$ cat config.mk
export PLATFORM = sky130hd
export DESIGN_NAME = scroll_engine_flat
export DESIGN_NICKNAME = d
export VERILOG_FILES = /design/src/rtl/scroll_engine_if.sv /design/src/rtl/scroll_engine.sv /design/src/flat_wrapper.sv
export SDC_FILE = /design/constraint.sdc
export NUM_CORES = 1
export LEC_CHECK = 0
export ABC_AREA = 1
export BUFFER_PORTS_ARGS = -buffer_cell sky130_fd_sc_hd__buf_2
export CAP_MARGIN = 20
export CORE_UTILIZATION = 40
export DETAILED_ROUTE_END_ITERATION = 7
export PLACE_DENSITY = 0.63
export SLEW_MARGIN = 20
export SYNTH_ARGS = -nofsm -noshare
export SYNTH_HDL_FRONTEND = slang
export SYNTH_SLANG_ARGS = --single-unit
$ cat constraint.sdc
create_clock -name clk -period 3.27 [get_ports clk]
set_input_delay 0.327 -clock clk [delete_from_list [all_inputs] [get_ports clk]]
set_output_delay 0.327 -clock clk [all_outputs]
set_load 0.05 [all_outputs]
$ cat src/rtl/scroll_engine_if.sv
// rtl/scroll_engine_if.sv - request, RAM-port and status bundle for scroll_engine
interface scroll_engine_if #(
    parameter int ADDR_W = 12,
    parameter int CELL_W = 32
);
    logic              req_valid;
    logic              req_ready;
    logic              req_dir;
    logic [7:0]        req_step;
    logic [7:0]        req_top;
    logic [7:0]        req_bottom;
    logic [CELL_W-1:0] fill_cell;
    logic [ADDR_W-1:0] ram_raddr;
    logic [CELL_W-1:0] ram_rdata;
    logic              ram_we;
    logic [ADDR_W-1:0] ram_waddr;
    logic [CELL_W-1:0] ram_wdata;
    logic              busy;
    logic              done;

    // Parser plus text RAM side
    modport master (
        output req_valid, req_dir, req_step, req_top, req_bottom, fill_cell, ram_rdata,
        input  req_ready, ram_raddr, ram_we, ram_waddr, ram_wdata, busy, done
    );

    // Scroll engine side
    modport slave (
        input  req_valid, req_dir, req_step, req_top, req_bottom, fill_cell, ram_rdata,
        output req_ready, ram_raddr, ram_we, ram_waddr, ram_wdata, busy, done
    );
endinterface

$ cat src/rtl/scroll_engine.sv
// rtl/scroll_engine.sv - region scroll by block copy then blank fill on the text RAM
module scroll_engine #(
    parameter int COLUMNS = 80,
    parameter int LINES   = 50,
    parameter int ADDR_W  = 12,
    parameter int CELL_W  = 32
) (
    input  logic             clk,
    input  logic             rst_n,
    scroll_engine_if.slave   bus
);
    // Address math runs wider than the RAM address so intermediates never wrap
    localparam int MW = ADDR_W + 4;
    localparam int CW = MW;

    typedef enum logic [2:0] {IDLE, COPY, FLUSH, CLEAR, DONE} state_t;

    state_t              state_q;
    logic                dir_q;
    logic [CELL_W-1:0]   fill_q;
    logic [CW-1:0]       cnt_q;
    logic [CW-1:0]       clr_cnt_q;
    logic [ADDR_W-1:0]   clr_addr_q;
    logic [ADDR_W-1:0]   raddr_q;
    logic [ADDR_W-1:0]   pend_q;
    logic [ADDR_W-1:0]   waddr_q;
    logic                we_q;
    logic                wsel_q;
    logic                done_q;

    logic [7:0]          bot_d;
    logic [7:0]          h_d;
    logic [7:0]          n_d;
    logic                degen_d;
    logic [MW-1:0]       top_w;
    logic [MW-1:0]       bot_w;
    logic [MW-1:0]       col_w;
    logic [MW-1:0]       ncol_w;
    logic [ADDR_W-1:0]   dst0_d;
    logic [ADDR_W-1:0]   src0_d;
    logic [ADDR_W-1:0]   clr0_d;
    logic [CW-1:0]       copy_cnt_d;
    logic [CW-1:0]       clr_cnt_d;

    // Normalise the incoming request: clip region, clamp step, derive start addresses and counts
    always_comb begin
        bot_d   = (bus.req_bottom > 8'(LINES - 1)) ? 8'(LINES - 1) : bus.req_bottom;
        degen_d = (bus.req_top > bot_d) || (bus.req_step == 8'd0);
        h_d     = bot_d - bus.req_top + 8'd1;
        n_d     = (bus.req_step < h_d) ? bus.req_step : h_d;
        top_w   = MW'(bus.req_top);
        bot_w   = MW'(bot_d);
        col_w   = MW'(COLUMNS);
        ncol_w  = MW'(n_d) * col_w;
        if (bus.req_dir) begin
            dst0_d = ADDR_W'(top_w * col_w);
            src0_d = ADDR_W'(top_w * col_w + ncol_w);
            clr0_d = ADDR_W'((bot_w - MW'(n_d) + MW'(1)) * col_w);
        end else begin
            dst0_d = ADDR_W'((bot_w + MW'(1)) * col_w - MW'(1));
            src0_d = ADDR_W'((bot_w + MW'(1)) * col_w - MW'(1) - ncol_w);
            clr0_d = ADDR_W'(top_w * col_w);
        end
        copy_cnt_d = CW'(MW'(h_d - n_d) * col_w);
        clr_cnt_d  = CW'(ncol_w);
    end

    // Control FSM: COPY writes lag reads by one cycle, FLUSH retires the last copy write
    always_ff @(posedge clk or negedge rst_n) begin
        if (!rst_n) begin
            state_q    <= IDLE;
            dir_q      <= 1'b0;
            fill_q     <= '0;
            cnt_q      <= '0;
            clr_cnt_q  <= '0;
            clr_addr_q <= '0;
            raddr_q    <= '0;
            pend_q     <= '0;
            waddr_q    <= '0;
            we_q       <= 1'b0;
            wsel_q     <= 1'b0;
            done_q     <= 1'b0;
        end else begin
            case (state_q)
                IDLE: begin
                    done_q <= 1'b0;
                    we_q   <= 1'b0;
                    if (bus.req_valid) begin
                        dir_q      <= bus.req_dir;
                        fill_q     <= bus.fill_cell;
                        clr_addr_q <= clr0_d;
                        clr_cnt_q  <= clr_cnt_d;
                        if (degen_d) begin
                            state_q <= DONE;
                            done_q  <= 1'b1;
                        end else if (copy_cnt_d == '0) begin
                            state_q <= CLEAR;
                            we_q    <= 1'b1;
                            wsel_q  <= 1'b0;
                            waddr_q <= clr0_d;
                            cnt_q   <= clr_cnt_d - 1'b1;
                        end else begin
                            state_q <= COPY;
                            raddr_q <= src0_d;
                            pend_q  <= dst0_d;
                            cnt_q   <= copy_cnt_d - 1'b1;
                        end
                    end
                end
                COPY: begin
                    we_q    <= 1'b1;
                    wsel_q  <= 1'b1;
                    waddr_q <= pend_q;
                    if (cnt_q == '0) begin
                        state_q <= FLUSH;
                    end else begin
                        cnt_q <= cnt_q - 1'b1;
                        if (dir_q) begin
                            raddr_q <= raddr_q + 1'b1;
                            pend_q  <= pend_q + 1'b1;
                        end else begin
                            raddr_q <= raddr_q - 1'b1;
                            pend_q  <= pend_q - 1'b1;
                        end
                    end
                end
                FLUSH: begin
                    state_q <= CLEAR;
                    we_q    <= 1'b1;
                    wsel_q  <= 1'b0;
                    waddr_q <= clr_addr_q;
                    cnt_q   <= clr_cnt_q - 1'b1;
                end
                CLEAR: begin
                    if (cnt_q == '0) begin
                        state_q <= DONE;
                        we_q    <= 1'b0;
                        done_q  <= 1'b1;
                    end else begin
                        waddr_q <= waddr_q + 1'b1;
                        cnt_q   <= cnt_q - 1'b1;
                    end
                end
                DONE: begin
                    done_q  <= 1'b0;
                    state_q <= IDLE;
                end
                default: begin
                    state_q <= IDLE;
                    we_q    <= 1'b0;
                    done_q  <= 1'b0;
                end
            endcase
        end
    end

    assign bus.req_ready = (state_q == IDLE);
    assign bus.busy      = (state_q != IDLE);
    assign bus.done      = done_q;
    assign bus.ram_raddr = raddr_q;
    assign bus.ram_we    = we_q;
    assign bus.ram_waddr = waddr_q;
    assign bus.ram_wdata = wsel_q ? bus.ram_rdata : fill_q;
endmodule
$ cat src/flat_wrapper.sv
// flat-port wrapper written by rule: the top's interface ports become plain ports
module scroll_engine_flat 
#(
    parameter int COLUMNS = 80,
    parameter int LINES   = 50,
    parameter int ADDR_W  = 12,
    parameter int CELL_W  = 32
)
  (clk, rst_n, bus_req_valid, bus_req_dir, bus_req_step, bus_req_top, bus_req_bottom, bus_fill_cell, bus_ram_rdata, bus_req_ready, bus_ram_raddr, bus_ram_we, bus_ram_waddr, bus_ram_wdata, bus_busy, bus_done);
  scroll_engine_if #(.ADDR_W(ADDR_W), .CELL_W(CELL_W)) bus_i ();
  input  logic clk;
  input  logic rst_n;
  input wire logic [$bits(bus_i.req_valid)-1:0] bus_req_valid;
  input wire logic [$bits(bus_i.req_dir)-1:0] bus_req_dir;
  input wire logic [$bits(bus_i.req_step)-1:0] bus_req_step;
  input wire logic [$bits(bus_i.req_top)-1:0] bus_req_top;
  input wire logic [$bits(bus_i.req_bottom)-1:0] bus_req_bottom;
  input wire logic [$bits(bus_i.fill_cell)-1:0] bus_fill_cell;
  input wire logic [$bits(bus_i.ram_rdata)-1:0] bus_ram_rdata;
  output wire logic [$bits(bus_i.req_ready)-1:0] bus_req_ready;
  output wire logic [$bits(bus_i.ram_raddr)-1:0] bus_ram_raddr;
  output wire logic [$bits(bus_i.ram_we)-1:0] bus_ram_we;
  output wire logic [$bits(bus_i.ram_waddr)-1:0] bus_ram_waddr;
  output wire logic [$bits(bus_i.ram_wdata)-1:0] bus_ram_wdata;
  output wire logic [$bits(bus_i.busy)-1:0] bus_busy;
  output wire logic [$bits(bus_i.done)-1:0] bus_done;
  assign bus_i.req_valid = bus_req_valid;
  assign bus_i.req_dir = bus_req_dir;
  assign bus_i.req_step = bus_req_step;
  assign bus_i.req_top = bus_req_top;
  assign bus_i.req_bottom = bus_req_bottom;
  assign bus_i.fill_cell = bus_fill_cell;
  assign bus_i.ram_rdata = bus_ram_rdata;
  assign bus_req_ready = bus_i.req_ready;
  assign bus_ram_raddr = bus_i.ram_raddr;
  assign bus_ram_we = bus_i.ram_we;
  assign bus_ram_waddr = bus_i.ram_waddr;
  assign bus_ram_wdata = bus_i.ram_wdata;
  assign bus_busy = bus_i.busy;
  assign bus_done = bus_i.done;
  scroll_engine #(.COLUMNS(COLUMNS), .LINES(LINES), .ADDR_W(ADDR_W), .CELL_W(CELL_W)) u_core (.clk(clk), .rst_n(rst_n), .bus(bus_i));
endmodule
==> metrics.md <==
| Metric | Value |
|---|---|
| Initial Utilization | 40.91% |
| Max Cap Viol | 0 |
| Yosys top cell area share | 24.09% |
| Fmax | 0.1538 GHz |
| Number of synthesized register bits | 110 |
| First-pass GRT wire length | 58.82 mm |
| Drc violations | 0 |
| I/O pin count | 152 |
| Vias in the first global route | 12.37k |
| Die Wd | 171.0 um |
| Async SR Flop Fraction | 100.0% |
| Reg2reg end | u_core.bus.ram_raddr[11] |
| R2r worst-path depth | 17 |
| Tightest Pin Transition | 0.8068 ns |
| Final Hold Viols | 0 |
| DRT Pass-1 Iters | 5 |
| Worst min path class | in2reg |
| Post-place setup slack | -3.644 ns |
| Post-Synthesis Cells | 1700 |
| WL met1 | 16.49 mm |
| Longest Clk Path Bufs | 2 |
| Post-synth EDFFs | 0 |
| Area grow syn2layout | 49.43% |
| Worst rel slew slack | 45.88% |
| Filler instances | 2404 |
| Worst Slack Setup Final | -3.234 ns |
| Clock sink count | 110 |
| Number of core rows | 61 |
| Highest routing layer actually used | met4 |
| Post-synth top area cell | dfrtp_1 |
| Total track usage | 25.13% |
| Distinct cells, synth | 59 |
| Die height | 171.0 um |
| Post-DRT Antenna Nets | 0 |
| Hpwl dp | 27.80 mm |
| Port buffer count | 151 |
| Largest cells by area after synthesis | dfrtp_1 24%, nand2_1 14%, ha_1 13% |
| CP peak stage delay | 0.39 ns |
| DR WL met2 | 18.87 mm |
| Vias per inst | 5.102 |
| Final Setup Violations | 70 |
| Syn avg cell area | 6.723 sq um |
| Minimum clock period | 6.504 ns |
| Crit path max fanout | 7 |
| Crit path DAT | 6.75 ns |
| Diode count | 0 |
| Layout Nets | 2410 |
| Total number of vias | 13.11k |
| CP Class | in2reg |
| Congestion Overflow GR | 0 |
| Antenna violations before repair | 0 |
| GP Congestion | 0.9082 |
| Slowest-stage cell, CP | fa_2 |
| Routed WL | 39.41 mm |
| CTS tree | built |
| Crit path to | u_core.bus.ram_waddr[5] |
| FF-to-FF setup slack | 0.04 ns |
| Layout cells sized above 1 | 36.51% |
| DIE AREA | 0.02925 sq mm |
| Violated checks | negative setup slack |
| Total core area | 0.02793 sq mm |
| CTS clk-pin slew, worst paths | 0.08 ns |
| Final Util | 61.14% |
| Worst Setup End Kind | flop |
| Cell mode on critical path | nand2_1 |
| CTS root buf | clkbuf_16 |
| Syn Std Cell Area | 0.01143 sq mm |
| H-tree depth | 3 |
| Largest net degree at the start of global routing | 65 |
| TritonCTS Buffers | 9 |
| Launch point of the worst reg-to-reg path | u_core.dir_q |
| WL per Instance | 15.34 um |
| Most used DFF post-synth | dfrtp_1 |
| Worst Path Required | 3.51 ns |
| RSZ-0062 raised after global routing | true |
| Max Slew Vio Count | 0 |
| Metal3 WL | 2.413 mm |
| 1st-iter DRT viols | 1056 |
| CP Launch Type | input port |
| Critical Path Start | bus_req_bottom[3] |
| Synth warnings | 0 |
| Clk_skew | 0.01129 ns |
| Clock Latency Late Sink | 0.37 ns |
| Final period utilization | 198.9% |
| Status | finished, violations left |
| Sequential fraction of the synthesis area | 24.09% |
[cells by family after synthesis]
group | after synthesis | share of synthesized area, %
fa+ha+maj | 132 | 15.24
buf+inv | 310 | 10.55
flops | 110 | 24.09
compound gates | 317 | 16.07
other cells | 2 | 0.06571
xor+xnor | 76 | 5.890
simple gates | 753 | 28.09
[stage by stage]
stage	instance area [sq um]	std cells	hold slack, ns	TNS [ns]
final	17080	2569	0.1751	-192.49
after global routing	17080	2569	0.1899	-207.93
after CTS	16360	2559	0.1675	-171.94
after detailed placement	14800	2469	0.3774	-219.41
after global placement	14800	2469	0.3711	-208.80
after floorplan	11630	1703	0.03141	-210.80
[cell usage after synthesis, types with 3 or more instances]
master	number
a211oi_1	4
o31ai_1	6
buf_4	3
inv_1	261
nand2_1	416
o21ai_0	155
a21oi_2	3
nand4_1	12
a31oi_1	6
nor3_1	25
o21ai_1	13
inv_2	3
ha_1	120
nand3b_1	7
a22oi_1	8
nand2_4	4
o21bai_1	10
xnor2_1	29
or2_2	5
a21oi_1	65
buf_2	4
nand2_2	8
o211ai_1	4
o21ai_2	7
fa_1	12
a32oi_1	3
xor2_1	46
o21a_1	3
nor2_1	158
nor2_2	3
o22ai_1	5
dfrtp_1	110
a311oi_1	4
a221oi_1	5
o2111ai_1	3
nand3_1	96
nand3_2	11
clkbuf_1	32
[critical path, delay by kind of cell]
kind / cells / cell delay (ns)
buffers and inverters: 7 / 0.66
adder cells (fa/ha/maj): 8 / 1.98
AO/OA/AOI/OAI: 8 / 1.31
XOR/XNOR: 3 / 0.53
AND/OR/NAND/NOR: 20 / 1.93
[layer usage]
layer / up-vias / GRT usage [%]
met2: 501 / 44.19
met3: 132 / 4.164
met4: 0 / 8.929
met5: - / 0
li1: 6499 / -
met1: 5976 / 30.75
[state kept, by name, indices dropped and copies added (netlist names), 3 cells and up]
| signal | flops |
|---|---|
| u_core.cnt_q | 16 |
| u_core.pend_q | 12 |
| u_core.clr_addr_q | 8 |
| u_core.state_q | 3 |
| u_core.clr_cnt_q | 11 |
| u_core.bus.ram_raddr | 12 |
| u_core.bus.ram_waddr | 12 |
| u_core.fill_q | 32 |
[final cells by class]
| class | instances | area [sq um] | share of cell area [%] |
|---|---|---|---|
| clock buffers | 9 | 225.2 | 1.319 |
| clock inverters | 7 | 56.30 | 0.3297 |
| inverters | 266 | 1018 | 5.964 |
| multi-input cells | 1284 | 8790 | 51.47 |
| flip-flops and latches | 110 | 2753 | 16.12 |
| well taps | 378 | 473.0 | 2.769 |
| repair buffers | 513 | 3745 | 21.93 |
| repair inverters | 2 | 17.52 | 0.1026 |
[how the worst min path moves through the flow]
| stage | from | endpoint | slack (ns) | cells past startpoint |
|---|---|---|---|---|
| 5_1_grt | bus_fill_cell[27] | u_core.fill_q[27] | 0.19 | 3 |
| 2_1_floorplan | rst_n | u_core.bus.done | 0.03 | 0 |
| 3_3_place_gp | rst_n | u_core.fill_q[7] | 0.37 | 1 |
| 3_5_place_dp | rst_n | u_core.fill_q[7] | 0.38 | 1 |
| 6_report | bus_fill_cell[23] | u_core.fill_q[23] | 0.18 | 3 |
| 4_1_cts | bus_fill_cell[15] | u_core.fill_q[15] | 0.17 | 3 |
[what timing repair did]
action | 4_1_cts | 5_1_grt
gates cloned | 2 | 4
buffers inserted | 72 | 18
endpoints found under the hold margin | 25 | 0
setup endpoints to repair | 70 | 70
pin swaps | 69 | 85
resized for setup | 160 | 148
hold buffers | 1 | 0
[layout by cell type, fill, tap and decap left out, drive strengths merged, types with 26 or more instances in the layout]
master,synthesis,layout
xnor2,29,29
dfrtp,110,110
inv,264,267
nor3,26,26
xor2,47,47
nand3,108,108
nor2,161,161
ha,120,120
buf,12,510
o21ai,175,175
nand2,428,429
a21oi,69,69
Power is left out: the tool's default activity adds up to more than one toggle a clock period on the data nets, which glitch-free logic cannot reach.
